<file path="src/rtl/vga_pkg.sv">
// vga_pkg: colour constants, mode encoding and the 8-entry palette for the VGA pattern generator
package vga_pkg;
    localparam logic [11:0] WHITE   = 12'hFFF;
    localparam logic [11:0] BLACK   = 12'h000;
    localparam logic [11:0] RED     = 12'h00F;
    localparam logic [11:0] GREEN   = 12'h0F0;
    localparam logic [11:0] BLUE    = 12'hF00;
    localparam logic [11:0] YELLOW  = 12'h0FF;
    localparam logic [11:0] CYAN    = 12'hFF0;
    localparam logic [11:0] MAGENTA = 12'hF0F;
    localparam logic [1:0] MODE_VBAR   = 2'd0;
    localparam logic [1:0] MODE_HBAR   = 2'd1;
    localparam logic [1:0] MODE_CHECK  = 2'd2;
    localparam logic [1:0] MODE_SCROLL = 2'd3;
    function automatic logic [11:0] palette(input logic [2:0] idx);
        case (idx)
            3'd0: return WHITE;
            3'd1: return BLACK;
            3'd2: return RED;
            3'd3: return GREEN;
            3'd4: return BLUE;
            3'd5: return YELLOW;
            3'd6: return CYAN;
            default: return MAGENTA;
        endcase
    endfunction
endpackage

</file>
<file path="src/rtl/vga_scroll_ctrl.sv">
// vga_scroll_ctrl: frame-boundary mode shadow register and wrapping scroll offset
// Ports: clk_25/rst_n clock and async active-low reset; frame_start first-cycle-of-frame pulse;
//        mode_req requested mode; mode_cur latched mode; scroll_off horizontal scroll offset (0..H_DISP-1)
module vga_scroll_ctrl import vga_pkg::*; #(
    parameter int H_DISP      = 640,
    parameter int SCROLL_STEP = 4
) (
    input  logic       clk_25,
    input  logic       rst_n,
    input  logic       frame_start,
    input  logic [1:0] mode_req,
    output logic [1:0] mode_cur,
    output logic [9:0] scroll_off
);
    logic [10:0] sum;
    assign sum = {1'b0, scroll_off} + 11'(SCROLL_STEP);
    // the offset only advances on frames that were already scrolling, so it keys off the old mode
    always_ff @(posedge clk_25 or negedge rst_n) begin
        if (!rst_n) begin
            mode_cur   <= MODE_VBAR;
            scroll_off <= '0;
        end else if (frame_start) begin
            mode_cur <= mode_req;
            if (mode_cur == MODE_SCROLL)
                scroll_off <= sum >= 11'(H_DISP) ? 10'(sum - 11'(H_DISP)) : sum[9:0];
        end
    end
endmodule

</file>
<file path="src/rtl/vga_pattern_gen.sv">
// vga_pattern_gen: maps VGA pixel coordinates to 12-bit test-pattern colour with 2-cycle latency
// Ports: clk_25/rst_n pixel clock and async active-low reset; pixel_xpos/pixel_ypos/pixel_valid coordinates;
//        frame_start frame pulse; mode_req requested mode; pixel_data {B,G,R} colour; pixel_valid_o
//        aligned qualifier; mode_cur active mode. Define VGA_PATTERN_BORDER_EN for a white frame border.
module vga_pattern_gen import vga_pkg::*; #(
    parameter int H_DISP      = 640,
    parameter int V_DISP      = 480,
    parameter int N_BANDS     = 8,
    parameter int CHECK_LOG2  = 5,
    parameter int SCROLL_STEP = 4
) (
    input  logic        clk_25,
    input  logic        rst_n,
    input  logic [9:0]  pixel_xpos,
    input  logic [9:0]  pixel_ypos,
    input  logic        pixel_valid,
    input  logic        frame_start,
    input  logic [1:0]  mode_req,
    output logic [11:0] pixel_data,
    output logic        pixel_valid_o,
    output logic [1:0]  mode_cur
);
    logic [9:0]  scroll_off;
    logic [1:0]  mode;
    logic [10:0] xs_sum;
    logic [9:0]  xs, xsel;
    logic [2:0]  vidx, hidx, pat_idx, idx_d, idx1;
    logic        in_range, on1, valid1;
    vga_scroll_ctrl #(.H_DISP(H_DISP), .SCROLL_STEP(SCROLL_STEP)) u_scroll (
        .clk_25     (clk_25),
        .rst_n      (rst_n),
        .frame_start(frame_start),
        .mode_req   (mode_req),
        .mode_cur   (mode_cur),
        .scroll_off (scroll_off)
    );
    // a mode requested on the frame_start cycle already governs that cycle's pixel
    assign mode     = frame_start ? mode_req : mode_cur;
    assign in_range = pixel_valid && pixel_xpos < 10'(H_DISP) && pixel_ypos < 10'(V_DISP);
    assign xs_sum   = {1'b0, pixel_xpos} + {1'b0, scroll_off};
    assign xs       = xs_sum >= 11'(H_DISP) ? 10'(xs_sum - 11'(H_DISP)) : xs_sum[9:0];
    assign xsel     = mode == MODE_SCROLL ? xs : pixel_xpos;
    // 15-bit products keep x*N_BANDS exact for N_BANDS up to 16; only idx mod 8 reaches the palette
    assign vidx     = 3'((15'(xsel) * 15'(N_BANDS)) / 15'(H_DISP));
    assign hidx     = 3'((15'(pixel_ypos) * 15'(N_BANDS)) / 15'(V_DISP));
    assign pat_idx  = mode == MODE_CHECK ? {2'b00, pixel_xpos[CHECK_LOG2] ^ pixel_ypos[CHECK_LOG2]} :
                      mode == MODE_HBAR  ? hidx : vidx;
`ifdef VGA_PATTERN_BORDER_EN
    logic border;
    assign border = pixel_xpos == 10'd0 || pixel_xpos == 10'(H_DISP - 1) ||
                    pixel_ypos == 10'd0 || pixel_ypos == 10'(V_DISP - 1);
    assign idx_d  = border ? 3'd0 : pat_idx;
`else
    assign idx_d  = pat_idx;
`endif
    always_ff @(posedge clk_25 or negedge rst_n) begin
        if (!rst_n) begin
            idx1          <= '0;
            on1           <= 1'b0;
            valid1        <= 1'b0;
            pixel_data    <= BLACK;
            pixel_valid_o <= 1'b0;
        end else begin
            idx1          <= idx_d;
            on1           <= in_range;
            valid1        <= pixel_valid;
            pixel_data    <= on1 ? palette(idx1) : BLACK;
            pixel_valid_o <= valid1;
        end
    end
endmodule
</file>
<file path="config.mk">
export PLATFORM = sky130hd
export DESIGN_NAME = vga_pattern_gen
export DESIGN_NICKNAME = d
export VERILOG_FILES = /design/src/rtl/vga_pkg.sv /design/src/rtl/vga_scroll_ctrl.sv /design/src/rtl/vga_pattern_gen.sv
export SDC_FILE = /design/constraint.sdc
export NUM_CORES = 1
export LEC_CHECK = 0
export ABC_AREA = 1
export BUFFER_PORTS_ARGS = -buffer_cell sky130_fd_sc_hd__buf_2
export CAP_MARGIN = 20
export CORE_MARGIN = 10
export CORE_UTILIZATION = 55
export DETAILED_ROUTE_END_ITERATION = 6
export GPL_TIMING_DRIVEN = 0
export PLACE_DENSITY = 0.79
export SYNTH_ARGS = -nofsm -noshare
export SYNTH_HDL_FRONTEND = slang
export SYNTH_SLANG_ARGS = --single-unit
</file>
<file path="constraint.sdc">
create_clock -name clk_25 -period 3.35 [get_ports clk_25]
set_input_delay 0.1675 -clock clk_25 [delete_from_list [all_inputs] [get_ports clk_25]]
set_output_delay 0.1675 -clock clk_25 [all_outputs]
set_load 0.01 [all_outputs]
</file>
==> Implementation_results.wiki <==
{| class="wikitable"
! Metric !! Value
|-
| Status || completed
|-
| Setup repair after global routing missed its margin || no
|-
| Die area || between 6000 and 7000 µm²
|-
| Peak VDD IR || 0.494 mV
|-
| Die Span Y || a little over 80 µm
|-
| Clock skew || 2.63 ps
|-
| Instance count of the mapped netlist || approximately 330
|-
| Number of synthesized flops with an enable pin || 0
|-
| Clock Latency Late Sink || 260 ps
|-
| Reported leakage power || 1.40 nW
|-
| Power density over the cells || 705 nW/µm²
|-
| Maximum number of pins on one net before global-route repair || 20
|-
| Hold Path Cell Cnt || 1
|-
| Final worst path period need || between 3000 and 4000 ps
|-
| Final setup fails || 0
|-
| Final routed DRC violation total || 0
|-
| Detailed-placement wirelength estimate || 3.81 mm
|-
| Amount of wire on met2 after detailed routing || 1.97 mm
|-
| Number of hold violations in the final report || 0
|-
| Number of sinks handled by clock tree synthesis || 19
|-
| Final nets || 416
|-
| Total track usage || 0.140
|-
| Warnings, synthesis || 0
|-
| Sort of element at the end of the critical path || flop
|-
| Leading cell type by number of instances after synthesis || sky130_fd_sc_hd__nand2_1
|-
| Tcrit/Tclk final || 0.904
|-
| Area growth from synthesis to layout || 16.7%
|-
| Synthesized cell area || 2120 µm²
|-
| Biggest fanout along the worst timing path || 4
|-
| Wire length after detailed routing || around 4.5 mm
|-
| Launching element type of the critical path || flop
|-
| Number of vias after detailed routing || 2,044
|-
| Worst reg-to-reg path cell count || 26
|-
| Std-Cell Core Area || 3690 µm²
|-
| FF/Latch Area || 477 µm²
|-
| Signal arrival time at the worst endpoint || 3180 ps
|-
| Met3 Wirelength || 295 µm
|-
| Area share of the largest cell type after synthesis || 0.224
|-
| Critical path data required time || 3500 ps
|-
| Area of the multi-input gates || ~1400 µm²
|-
| Transition time at the pin with the least slew margin || 439 ps
|-
| Nets in the synthesized netlist || 371
|-
| Max layer used || met4
|-
| Post-Route Setup TNS || 0 ps
|-
| Leading post-synthesis cells by instance count || sky130_fd_sc_hd__nand2_1, sky130_fd_sc_hd__inv_1, sky130_fd_sc_hd__nor2_1, sky130_fd_sc_hd__nand3_1, sky130_fd_sc_hd__o21ai_0
|-
| Root buffer cell || sky130_fd_sc_hd__clkbuf_8
|-
| Number of storage elements in the synthesis netlist || 19
|-
| Average wire per standard cell || 10.5 µm
|-
| GR Overflow Total || 0
|-
| Share of the yosys chip area belonging to registers || 0.224
|-
| Number of antenna violations at the first check in global routing || 0
|-
| Maximum clock frequency || 330 MHz
|-
| Number of I/O pins || 41
|-
| Drt first-iter violations || 87
|-
| Global-route wire length before repair || 7.89 mm
|-
| Minimum setup slack in the final design || 321 ps
|-
| Setup WS pre-CTS || 245 ps
|-
| Critical path class || reg2reg
|-
| Proportion of register bits with asynchronous set or reset after synthesis || 1.00
|-
| DRT antenna net count || 0
|-
| Detailed-route wire length on metal 1 || 2.13 mm
|-
| Number of max-capacitance violations reported || 0
|-
| Share of post-route cells with drive strength above 1 || 0.255
|-
| Most used flip-flop cell after synthesis || sky130_fd_sc_hd__dfrtp_1
|-
| Total of buffers placed on input and output ports || 38
|-
| Number of search-and-repair iterations in the first detailed-routing pass || 4
|-
| Top post-synthesis cells by area || sky130_fd_sc_hd__dfrtp_1, sky130_fd_sc_hd__nand2_1, sky130_fd_sc_hd__inv_1
|-
| Diode count || 0
|-
| Effective utilization at floorplan || 0.575
|-
| Average via count per standard cell || approximately 4.8
|-
| Final-report max-slew violation count || 0
|-
| Filler cell count || about 340
|-
| CTS HTree Levels || 1
|-
| Inserted Clock Buffers || 3
|-
| Type of the worst min-delay path || in2reg
|-
| Synthesized area per cell || 6.39 µm²
|-
| Clock tree from TritonCTS || built
|-
| Chip Width || 82.1 µm
|-
| Cell type with the largest total area after synthesis || sky130_fd_sc_hd__dfrtp_1
|-
| Number of different library cells in the post-synthesis netlist || 35
|-
| Global placer's final weighted congestion || 0.831
|-
| Maximum number of buffers from clock root to sink || 2
|-
| Site row count || 22
|-
| Number of global-route vias before repair || approximately 1,900
|-
| Worst-path clk slew || 70 ps
|-
| Worst slew margin || 0.704
|}
stage by stage:
stage / cell area (µm²) / power, W / cells / util / hold WS [ps]
finish: 2480 / 0.00175 / 424 / 0.672 / 52.1
global route: 2480 / 0.00196 / 424 / 0.672 / 39.7
CTS: 2430 / 0.00170 / 423 / 0.658 / 41.1
detailed placement: 2370 / 0.00154 / 418 / 0.643 / 121
global placement: 2370 / 0.00151 / 418 / 0.643 / 117
floorplan: 2120 / 0.00131 / 332 / - / -128
metal layers:
metal	track usage	vias to the layer above
li1	-	1117
met1	0.182	870
met2	0.237	49
met3	0.0173	8
met4	0.0408	0
met5	0	-
flip-flops by register name (all words and copies together), names as in the netlist:
name	flops
on1	1
u_scroll.scroll_off	8
pixel_valid_o	1
u_scroll.mode_cur	2
idx1	3
valid1	1
pixel_data	3
area by class of cell:
class	instances	area share
Timing Repair Buffer	40	0.0838
Buffer	10	0.0318
Sequential cell	19	0.192
Clock inverter	1	0.00202
Clock buffer	3	0.0167
Inverter	62	0.0939
Tap cell	48	0.0242
Multi-Input combinational cell	241	0.555
cell families (layout without fill, tap and decap cells):
group | Yosys count | after routing | synth area share
buf+inv | 72 | 116 | 0.147
fa+ha+maj | 13 | 13 | 0.0802
xor+xnor | 9 | 9 | 0.0407
flops | 19 | 19 | 0.224
simple gates | 180 | 180 | 0.404
compound gates | 39 | 39 | 0.104
cells in the final DEF (no fill, tap or decap), types with 10 or more instances in the layout:
master,instances
sky130_fd_sc_hd__nand2_1,88
sky130_fd_sc_hd__inv_1,58
sky130_fd_sc_hd__buf_2,38
sky130_fd_sc_hd__nor2_1,24
sky130_fd_sc_hd__nand3_1,23
sky130_fd_sc_hd__o21ai_0,20
sky130_fd_sc_hd__dfrtp_1,18
sky130_fd_sc_hd__nand2_2,13
sky130_fd_sc_hd__a21oi_1,11
sky130_fd_sc_hd__buf_4,10
power by group:
group	switching (W)	leakage (nW)	internal (W)
sequential	0.0000903	0.236	0.000302
clock	0.0000745	0.0255	0.0000827
combinational	0.000708	1.14	0.000489
total	0.000873	1.40	0.000874
worst max-delay path, cell delays in order, from the launching register on:
cell	delay [ps]
sky130_fd_sc_hd__dfrtp_2	410
sky130_fd_sc_hd__ha_4	160
sky130_fd_sc_hd__inv_1	50
sky130_fd_sc_hd__fa_1	400
sky130_fd_sc_hd__inv_1	90
sky130_fd_sc_hd__nand2_1	70
sky130_fd_sc_hd__nand3_1	90
sky130_fd_sc_hd__nand2_1	70
sky130_fd_sc_hd__nand2_2	70
sky130_fd_sc_hd__ha_1	160
sky130_fd_sc_hd__inv_1	80
sky130_fd_sc_hd__a21oi_4	200
sky130_fd_sc_hd__nand2_2	80
sky130_fd_sc_hd__nand2_1	60
sky130_fd_sc_hd__nand3_1	80
sky130_fd_sc_hd__nand3_1	120
sky130_fd_sc_hd__nor2_1	70
sky130_fd_sc_hd__o21ai_2	140
sky130_fd_sc_hd__nand2_1	70
sky130_fd_sc_hd__nand2_1	80
sky130_fd_sc_hd__nand2_1	50
sky130_fd_sc_hd__nand2_1	80
sky130_fd_sc_hd__nand2_1	60
sky130_fd_sc_hd__nand2_1	50
sky130_fd_sc_hd__nand2_1	50
sky130_fd_sc_hd__nand2_1	50
sky130_fd_sc_hd__nand2_1	40
final timing paths:
kind,endpoint,startpoint,slack (ps)
setup / recovery,idx1[0]$_DFF_PN0_,u_scroll.scroll_off[2]$_DFFE_PN0P_,320
hold / removal,valid1$_DFF_PN0_,pixel_valid,50
setup reg to reg,idx1[0]$_DFF_PN0_,u_scroll.scroll_off[2]$_DFFE_PN0P_,320
hold reg to reg,pixel_valid_o$_DFF_PN0_,valid1$_DFF_PN0_,350
max in group asynchronous,u_scroll.scroll_off[2]$_DFFE_PN0P_,rst_n,2670
min in group asynchronous,u_scroll.scroll_off[6]$_DFFE_PN0P_,rst_n,370
what timing repair did:
action | CTS | global route
hold buffers | 1 | 0
buffers inserted | 0 | 1
endpoints found under the setup margin | 0 | 2
endpoints found under the hold margin | 19 | 0
resized for setup | 0 | 8
No activity file was read; power rests on OpenSTA's default activity.
